<file path="src/rtl/bk_adder_pipe.sv">
// Three-stage pipelined Brent-Kung adder/subtractor with valid/ready flow control.
// Define BK_ADDER_PIPE_OVF_EN to add the registered signed-overflow output ovf_o.
module bk_adder_pipe #(
   parameter int unsigned WIDTH = 16
) (
   input  logic             clk_i,
   input  logic             rst_ni,
   input  logic             in_valid_i,
   output logic             in_ready_o,
   input  logic [WIDTH-1:0] a_i,
   input  logic [WIDTH-1:0] b_i,
   input  logic             carry_i,
   input  logic             sub_i,
   output logic             out_valid_o,
   input  logic             out_ready_i,
   output logic [WIDTH-1:0] sum_o,
   output logic             carry_o
`ifdef BK_ADDER_PIPE_OVF_EN
   ,
   output logic             ovf_o
`endif
);

   localparam int LOG = $clog2(WIDTH);

   logic v1, v2, v3;
   logic ld1, ld2, ld3;

   // Load enables ripple backwards so an empty stage fills even while later stages stall.
   assign ld3         = ~v3 | out_ready_i;
   assign ld2         = ~v2 | ld3;
   assign ld1         = ~v1 | ld2;
   assign in_ready_o  = ld1;
   assign out_valid_o = v3;

   // Stage 1: operand conditioning and bitwise generate/propagate.
   logic [WIDTH-1:0] b_cond;
   logic [WIDTH-1:0] g1, p1;
   logic             c1;
`ifdef BK_ADDER_PIPE_OVF_EN
   logic             a_msb1, b_msb1, a_msb2, b_msb2;
`endif

   assign b_cond = sub_i ? ~b_i : b_i;

   always_ff @(posedge clk_i) begin
      if (!rst_ni) begin
         v1 <= 1'b0;
      end else if (ld1) begin
         v1 <= in_valid_i;
         if (in_valid_i) begin
            g1 <= a_i & b_cond;
            p1 <= a_i ^ b_cond;
            c1 <= carry_i ^ sub_i;
`ifdef BK_ADDER_PIPE_OVF_EN
            a_msb1 <= a_i[WIDTH-1];
            b_msb1 <= b_cond[WIDTH-1];
`endif
         end
      end
   end

   // Stage 2: prefix tree. Carry-in is merged into bit 0, so group generate of [i:0] is C[i+1].
   logic [WIDTH-1:0] gu [0:LOG];
   logic [WIDTH-1:0] pu [0:LOG];
   logic [WIDTH-1:0] gd [0:LOG-1];
   logic [WIDTH:0]   c2;
   logic [WIDTH-1:0] p2;

   assign gu[0] = {g1[WIDTH-1:1], g1[0] | (p1[0] & c1)};
   assign pu[0] = p1;

   for (genvar l = 0; l < LOG; l++) begin : g_up
      for (genvar i = 0; i < WIDTH; i++) begin : g_bit
         if (((i + 1) % (2 ** (l + 1))) == 0) begin : g_dot
            assign gu[l+1][i] = gu[l][i] | (pu[l][i] & gu[l][i-(2**l)]);
            assign pu[l+1][i] = pu[l][i] & pu[l][i-(2**l)];
         end else begin : g_pass
            assign gu[l+1][i] = gu[l][i];
            assign pu[l+1][i] = pu[l][i];
         end
      end
   end

   assign gd[0] = gu[LOG];

   for (genvar d = 0; d < LOG - 1; d++) begin : g_down
      localparam int L = LOG - 2 - d;
      for (genvar i = 0; i < WIDTH; i++) begin : g_bit
         if ((i >= 3 * (2 ** L) - 1) && (((i + 1 - (2 ** L)) % (2 ** (L + 1))) == 0)) begin : g_dot
            assign gd[d+1][i] = gd[d][i] | (pu[LOG][i] & gd[d][i-(2**L)]);
         end else begin : g_pass
            assign gd[d+1][i] = gd[d][i];
         end
      end
   end

   always_ff @(posedge clk_i) begin
      if (!rst_ni) begin
         v2 <= 1'b0;
      end else if (ld2) begin
         v2 <= v1;
         if (v1) begin
            c2 <= {gd[LOG-1], c1};
            p2 <= p1;
`ifdef BK_ADDER_PIPE_OVF_EN
            a_msb2 <= a_msb1;
            b_msb2 <= b_msb1;
`endif
         end
      end
   end

   // Stage 3: registered sum; held while the consumer stalls.
   logic [WIDTH-1:0] sum_next;
   assign sum_next = p2 ^ c2[WIDTH-1:0];

   always_ff @(posedge clk_i) begin
      if (!rst_ni) begin
         v3      <= 1'b0;
         sum_o   <= '0;
         carry_o <= 1'b0;
`ifdef BK_ADDER_PIPE_OVF_EN
         ovf_o   <= 1'b0;
`endif
      end else if (ld3) begin
         v3 <= v2;
         if (v2) begin
            sum_o   <= sum_next;
            carry_o <= c2[WIDTH];
`ifdef BK_ADDER_PIPE_OVF_EN
            ovf_o   <= (a_msb2 == b_msb2) & (sum_next[WIDTH-1] != a_msb2);
`endif
         end
      end
   end

endmodule
</file>
<file path="config.mk">
export PLATFORM = sky130hd
export DESIGN_NAME = bk_adder_pipe
export DESIGN_NICKNAME = d
export VERILOG_FILES = /design/src/rtl/bk_adder_pipe.sv
export SDC_FILE = /design/constraint.sdc
export NUM_CORES = 1
export LEC_CHECK = 0
export CORE_AREA = 2 2 91 93
export CTS_CLUSTER_DIAMETER = 40
export DETAILED_ROUTE_END_ITERATION = 12
export DIE_AREA = 0 0 93 95
export PLACE_DENSITY = 0.71
export SYNTH_ARGS = -nofsm -noshare
export SYNTH_HDL_FRONTEND = slang
export SYNTH_SLANG_ARGS = --single-unit
</file>
<file path="constraint.sdc">
create_clock -name clk_i -period 3.3 [get_ports clk_i]
set_input_delay 0.33 -clock clk_i [delete_from_list [all_inputs] [get_ports clk_i]]
set_output_delay 0.33 -clock clk_i [all_outputs]
set_load 0.02 [all_outputs]
</file>
# After elaboration in Yosys (flattened, before gate mapping)
# Cells that the tools add are included.
word_totals:
  in_bits: 38
  regBits: 86
  output_inout_bits: 19
op_classes:
  muxes: 1
  bitwise: 76
  n_reduce_logical: 3
op_table:
  columns: ["cell", "n"]
  rows:
  - ["$and 1x1->1", 38]
  - ["$xor 16x16->16", 2]
  - ["$or 1x1->1", 30]
  - ["$and 16x16->16", 1]
  - ["$mux 16", 1]
  - ["$not 16->16", 1]
  - ["$reduce_and 3->1", 2]
  - ["$not 1->1", 3]
  - ["$reduce_and 2->1", 1]
  - ["$xor 1x1->1", 1]

# Logic depth before layout (Yosys ltp)
# Gate-level depths: netlist of run 1.
logic_depth:
  ltp_word: 14
  mapped_depth: 6

# Worst setup path after synthesis of run 1
# No wires, ideal clock.
synth_timing:
  path_type: "input -> register"
  startpoint: "in rst_ni"
  endpoint: "reg c2[0], enable pin"
  setup_ns: 0.434
  required_time_ns: 2.866
  path_slack_ns: 0.576
  n_path_buf: 1
  cell_stages: 3
  arrival_ns: 2.289
  path_cell_list: "clkbuf_1 -> nand2_1 -> a21oi_1"
synth_via:
  elab_chain_len: 1
synth_lines:
  columns: ["element", "line_no", "rtl"]
  rows:
  - ["start: declaration", "7", "input logic rst_ni,"]
  - ["$reduce_and 3->1 (no source line)", null, null]
  - ["end signal: assignment", "104", "c2 <= {gd[LOG-1], c1};"]
  - ["end: declaration", "67", "logic [WIDTH:0] c2;"]
# No other way between the ends.
# A chain may end at the register's enable or synchronous reset.

# Worst setup path in the final report of run 1
layout_timing:
  startpoint: "in out_ready_i"
  endpoint: "out in_ready_o"
layout_via:
  elab_chain_len: 3
layout_lines:
  columns: ["element", "line_no", "rtl"]
  rows:
  - ["start: declaration", "15", "input logic out_ready_i,"]
  - ["$or 1x1->1", "30", "assign ld3 = ~v3 | out_ready_i;"]
  - ["$or 1x1->1", "31", "assign ld2 = ~v2 | ld3;"]
  - ["$or 1x1->1", "32", "assign ld1 = ~v1 | ld2;"]
  - ["end: declaration", "9", "output logic in_ready_o,"]
# No other way between the ends.

==> impl_metrics.tcl, run 1 <==
set metrics [dict create \
    status "finished clean" \
    top_level_ports 57 \
    dieHeight_um 95 \
    path_cells "clkdlybuf4s50_1, nor2b_1, nand3_1, clkdlybuf4s50_1" \
    num_vias 1971 \
    yosys.area_share.adder_pct 5.688 \
    slowest_delay_ps 580 \
    cts-root-buf "clkbuf_8" \
    worst_pin_slew_ps 617.5 \
    min_period_ps 2256 \
    grt_first_pass_wirelength_mm 8.625 \
    synth_area_leaders "edfxtp_1 (56%), dfxtp_1 (11%), ha_1 (5.7%)" \
    synth_top_family_by_area "compound AO/OA/AOI/OAI gates" \
    cts_resized 0 \
    rr_endpoint "c2[12]" \
    drv_cap 0 \
    ys.flop_type "edfxtp_1" \
    core_mm2 0.007928 \
    whs_path_depth 0 \
    fin_skew_ps 10.21 \
    synth_cells 235 \
    drive_gt1_share_pct 8.882 \
    synth.area.mux_share_pct 0.2844 \
    synth_top_area_share_pct 56.31 \
    leakagePower_uw 0.001730 \
    hold_path_end "p2[0]" \
    final_max_slew_viol_count 0 \
    yosysTopAreaCell "edfxtp_1" \
    cpMaxStageDelayCell "clkdlybuf4s50_1" \
    drt-pass1-iter-count 4 \
    synth.avg_cell_area_um2 14.98 \
    post-route-drc-count 0 \
    crit_top_cell "clkdlybuf4s50_1" \
    finalHoldViolCount 0 \
    final_common_cell "edfxtp_1" \
    track_usage_pct 12.78 \
    grt_pass1_vias 1949 \
    rows 33 \
    gp_congestion 0.8317 \
    routedWlPerCell_um 12.73 \
    hold_start "p1[0]" \
    clock_sinks 86 \
    post-cts-setup-buffers 0 \
    async_reset_ff_share_pct 0 \
    fmax_ghz 0.4432 \
    start_util_pct 44.40 \
    clk_pin_slew_ps 80 \
    critPathLaunch "out_ready_i" \
    wirelength_mm 5.205 \
    finish.utilization_pct 56.03 \
    cts_hold_buf 0 \
    cts_tree "done" \
    avgViaCountPerCell 4.819 \
    ys_warn_count 0 \
    antenna_found_initial 0 \
    numCtsBuffers 9 \
    synth_area_mm2 0.003520 \
    synth_xor_area_share_pct 8.212 \
    yosysUniqueCellTypes 30 \
    clk_latency_ps 340 \
    syn_nets 289 \
    areaGrowthSynthToFinish_pct 26.20 \
    ant_nets 0 \
    crit_required_ps 2970 \
    worst_setup_path_start_kind "primary input" \
    critical_path_class "primary input to output pin" \
    port_buffers 56 \
    finalCritPeriodShare_pct 68.37 \
    clk_path_buf_depth 2 \
    fp.dieW_um 93 \
    gr-total-overflow 0 \
    synth-seq-area-share_pct 67.69 \
    max_slew_margin_pct 58.64 \
    post-dp-hpwl_mm 3.745 \
    ys_ff_latch 86 \
    ff2ff_path_depth 5 \
    arrival_ps 1930 \
    nNetsFinal 353 \
    synth_edf_count 66 \
    synth-compound-area-share_pct 11.84 \
    first_iter_violations 33 \
    grt_max_degree 34 \
    antenna_cells 0 \
    tns_ps 0 \
    h-tree-depth 3 \
    mostFrequentLayoutCells "edfxtp_1 (66), clkdlybuf4s50_1 (56), nand2_1 (21), dfxtp_1 (20), xor2_1 (17)" \
    setup_viol 0 \
    worstPathMaxFanout 5 \
    rsz0062_at_grt "no" \
    r2r_start "p1[5]" \
    p_per_area_mw_per_mm2 507.4 \
    hp-class "register to register" \
    irDropWorstVdd_v 0.0002176 \
    synthSimpleGateAreaFrac_pct 4.621 \
    die_area_mm2 0.008835 \
    r2r_slack_ps 1460 \
    endpoint_kind "output pin" \
]
[Yosys cell counts, types with 4 or more instances]
master,number
a21o_1,7
a21oi_1,7
and3_1,4
clkbuf_1,6
dfxtp_1,20
edfxtp_1,66
ha_1,16
inv_1,7
nand2_1,21
nor2b_1,4
o211a_1,16
o21ai_0,4
xnor2_1,16
xor2_1,17
[where the power goes]
part	internal, uW	total (uW)	leakage, uW	switching [uW]
sequential	1240	1270	0.000738	36.7
combinational	113	211	0.000880	98.0
clock	422	769	0.000111	347
[stage by stage]
stage	power [uW]	hold slack, ps	instances	area [um^2]	setup slack (ps)
3_5_place_dp	1513	434.1	393	4230	1032
2_1_floorplan	1405	426.8	235	3520	576.3
5_1_grt	2348	463.6	409	4442	913.6
4_1_cts	2276	448.5	409	4442	1018
6_report	2254	453.3	409	4442	1044
3_3_place_gp	1506	436.1	393	4230	1055
[how the worst max path moves through the flow]
| stage | endpoint | slack, ps | depth (start not counted) |
|---|---|---|---|
| detailed placement | in_ready_o | 1030 | 4 |
| global placement | in_ready_o | 1060 | 4 |
| finish | in_ready_o | 1040 | 4 |
| CTS | in_ready_o | 1020 | 4 |
| floorplan | c2[0] | 580 | 3 |
| global route | in_ready_o | 910 | 3 |
[routing by layer]
layer | up-vias | wire, um | track usage, % | part of all wire, %
met2 | 42 | 2601 | 22.52 | 50
met5 | - | 0 | 0 | 0
li1 | 998 | - | - | -
met4 | 0 | 131 | 7.843 | 2.5
met1 | 922 | 2258 | 14.38 | 43
met3 | 9 | 214 | 2.394 | 4.1
[sequential cells by signal (all words and copies together) (netlist names)]
| name | count |
|---|---|
| c1 | 1 |
| c2 | 17 |
| carry_o | 1 |
| g1 | 16 |
| out_valid_o | 1 |
| p1 | 16 |
| p2 | 16 |
| sum_o | 16 |
| v1 | 1 |
| v2 | 1 |
[area by class of cell]
class                      instances  area (um^2)
fill                             658         3486
timing repair buffer              61        598.1
multi-input combinational        134         1092
tap                              105        131.4
inverter                           7        26.28
clock buffer                       9        123.9
sequential                        86         2382
clock inverter                     7        87.58
[kinds of logic (layout without fill, tap and decap cells)]
logic type / count (synthesis) / count (layout)
simple gates: 36 / 36
fa+ha+maj: 16 / 16
buf+inv: 15 / 84
xor+xnor: 33 / 33
compound gates: 48 / 48
mux: 1 / 1
flops: 86 / 86
[worst max-delay path: cells and delay by family]
| kind | cells | cell delay (ps) |
|---|---|---|
| buf+inv | 2 | 980 |
| simple gates | 2 | 620 |
Note: power is estimated with default switching activity, not from simulation.
==> run 2, diff against run 1 <==
==> constraint.sdc (replaced) <==
create_clock -name clk_i -period 2.3 [get_ports clk_i]
set_input_delay 0.23 -clock clk_i [delete_from_list [all_inputs] [get_ports clk_i]]
set_output_delay 0.23 -clock clk_i [all_outputs]
set_load 0.02 [all_outputs]
==> run 2 against run 1 <==
  * Largest power group unchanged
  * Sequential share of layout area grew 0.46 points
  * Final area shrank 0.85%
  * Critical path depth decreased by 1
  * Cell count fell by 0.24%
  * Utilization shrank 0.47 points
  * Hold slack improved by 5.3 ps
  * Die area unchanged
  * Clock skew is 5.0 ps lower
  * Sequential power up 44%
  * Combinational power grew 43%
  * Power is 38% higher
==> impl_metrics.tcl, run 2 (synthesized netlist as in run 1, its figures left out) <==
set metrics [dict create \
    top_level_ports 57 \
    gr-total-overflow 0 \
    routedWlPerCell_um 13.01 \
    rows 33 \
    place_ws_ps 184.0 \
    clkPwrFrac_pct 31.2 \
    track_usage_pct 12.94 \
    drive_gt1_share_pct 8.251 \
    use_met2_pct 22.52 \
    start_util_pct 44.40 \
    cts_tree "done" \
    antenna_found_initial 0 \
    cp_num_buf_inv 1 \
    largest_reg_flops 17 \
    setup_viol 0 \
    hold_start "c1" \
    slowest_delay_ps 590 \
    grt.met3_usage_pct 2.713 \
    cp_top_family "simple AND/OR/NAND/NOR gates" \
    p_sw_uw 669.4 \
    post-cts-setup-buffers 0 \
    die_area_mm2 0.008835 \
    p_int_uw 2433 \
    grt_first_pass_wirelength_mm 8.618 \
    placed_area_mm2 0.004223 \
    busiest_layer "met2" \
    post-route-drc-count 0 \
    n_fill_cell 659 \
    clock_sinks 86 \
    num_vias 1964 \
    p_sw_share_pct 21.58 \
    antenna_cells 0 \
    nNetsFinal 352 \
    r2r_start "p1[5]" \
    numCtsBuffers 9 \
    worst_pin_slew_ps 1023 \
    worstPathMaxFanout 5 \
    wirelength_mm 5.307 \
    min_period_ps 2185 \
    fp.dieW_um 93 \
    cts_hold_buf 0 \
    finalHoldViolCount 0 \
    final_common_cell "edfxtp_1" \
    avgViaCountPerCell 4.814 \
    whs_path_depth 0 \
    hp-class "register to register" \
    drv_cap 0 \
    cpMaxStageDelayCell "clkdlybuf4s50_1" \
    clk_pin_slew_ps 80 \
    max_slew_margin_pct 31.65 \
    comb_power_share_pct 9.7 \
    port_buffers 56 \
    grt_pass1_vias 1904 \
    rr_endpoint "c2[12]" \
    fmax_ghz 0.4577 \
    rsz0062_at_grt "no" \
    ant_nets 0 \
    first_iter_violations 64 \
    arrival_ps 1950 \
    cts-root-buf "clkbuf_8" \
    largest_register "c2" \
    critical_path_class "register to output pin" \
    tns_ps 0 \
    hold_path_end "c2[0]" \
    final_cell_area_mm2 0.004404 \
    final_max_slew_viol_count 0 \
    endpoint_kind "output pin" \
    grt_max_degree 34 \
    power_frac_seq_pct 59.0 \
    p_per_area_mw_per_mm2 704.3 \
    ff2ff_path_depth 5 \
    finalCritPeriodShare_pct 94.99 \
    core_mm2 0.007928 \
    worst_setup_path_start_kind "register" \
    use_met1_pct 15.03 \
    dieHeight_um 95 \
    gp_congestion 0.7385 \
    cts_resized 0 \
    path_cells "nor2b_1, nand3_1, clkdlybuf4s50_1" \
    irDropWorstVdd_v 0.0003342 \
    fin_ws_ps 115.2 \
    post-dp-hpwl_mm 3.809 \
    leakagePower_uw 0.001710 \
    drt-pass1-iter-count 4 \
    crit_required_ps 2070 \
    fin_skew_ps 5.221 \
    status "finished clean" \
    clk_latency_ps 340 \
    h-tree-depth 3 \
    areaGrowthSynthToFinish_pct 25.13 \
    r2r_slack_ps 480 \
    mostFrequentLayoutCells "edfxtp_1 (66), clkdlybuf4s50_1 (56), nand2_1 (21), dfxtp_1 (20), xor2_1 (17)" \
    clk_path_buf_depth 2 \
]
## run 2: worst max-delay path by stage
stage / start / cells past startpoint / to / slack, ps
floorplan: out_valid_o / 3 / c1 / 220
global placement: out_ready_i / 4 / in_ready_o / 260
detailed placement: out_ready_i / 4 / in_ready_o / 180
CTS: out_valid_o / 3 / in_ready_o / 100
global route: out_valid_o / 3 / in_ready_o / 10
finish: out_valid_o / 3 / in_ready_o / 120
## run 2: final cells by class
cell class	count	area (um^2)	area share, %
inverter	7	26.28	0.5966
clock inverter	5	50.05	1.136
multi-input combinational	134	1092	24.80
sequential	86	2382	54.09
clock buffer	11	131.4	2.983
timing repair buffer	60	590.6	13.41
tap	105	131.4	2.983
## run 2: per-stage QoR
step | utilization (%) | power, uW | hold WS, ps | instances
6_report | 55.56 | 3102 | 458.7 | 408
4_1_cts | 55.56 | 3138 | 463.7 | 408
3_3_place_gp | 53.27 | 2161 | 431.2 | 392
2_1_floorplan | - | 2016 | 368.8 | 235
3_5_place_dp | 53.27 | 2172 | 444.9 | 392
5_1_grt | 55.56 | 3242 | 483.6 | 408
## run 2: metal layers
metal  up-vias  share of wire, %
li1        988                 -
met1       926                42
met2        44                52
met3         6               4.4
met4         0               1.3
met5         -                 0
## run 2: power by group through the flow
stage          clock network (uW)  registers (uW)  logic (uW)
6_report                      969            1830         302
5_1_grt                      1060            1840         340
4_1_cts                       999            1830         308
3_5_place_dp                    0            1870         306
3_3_place_gp                    0            1860         299
2_1_floorplan                   0            1870         145
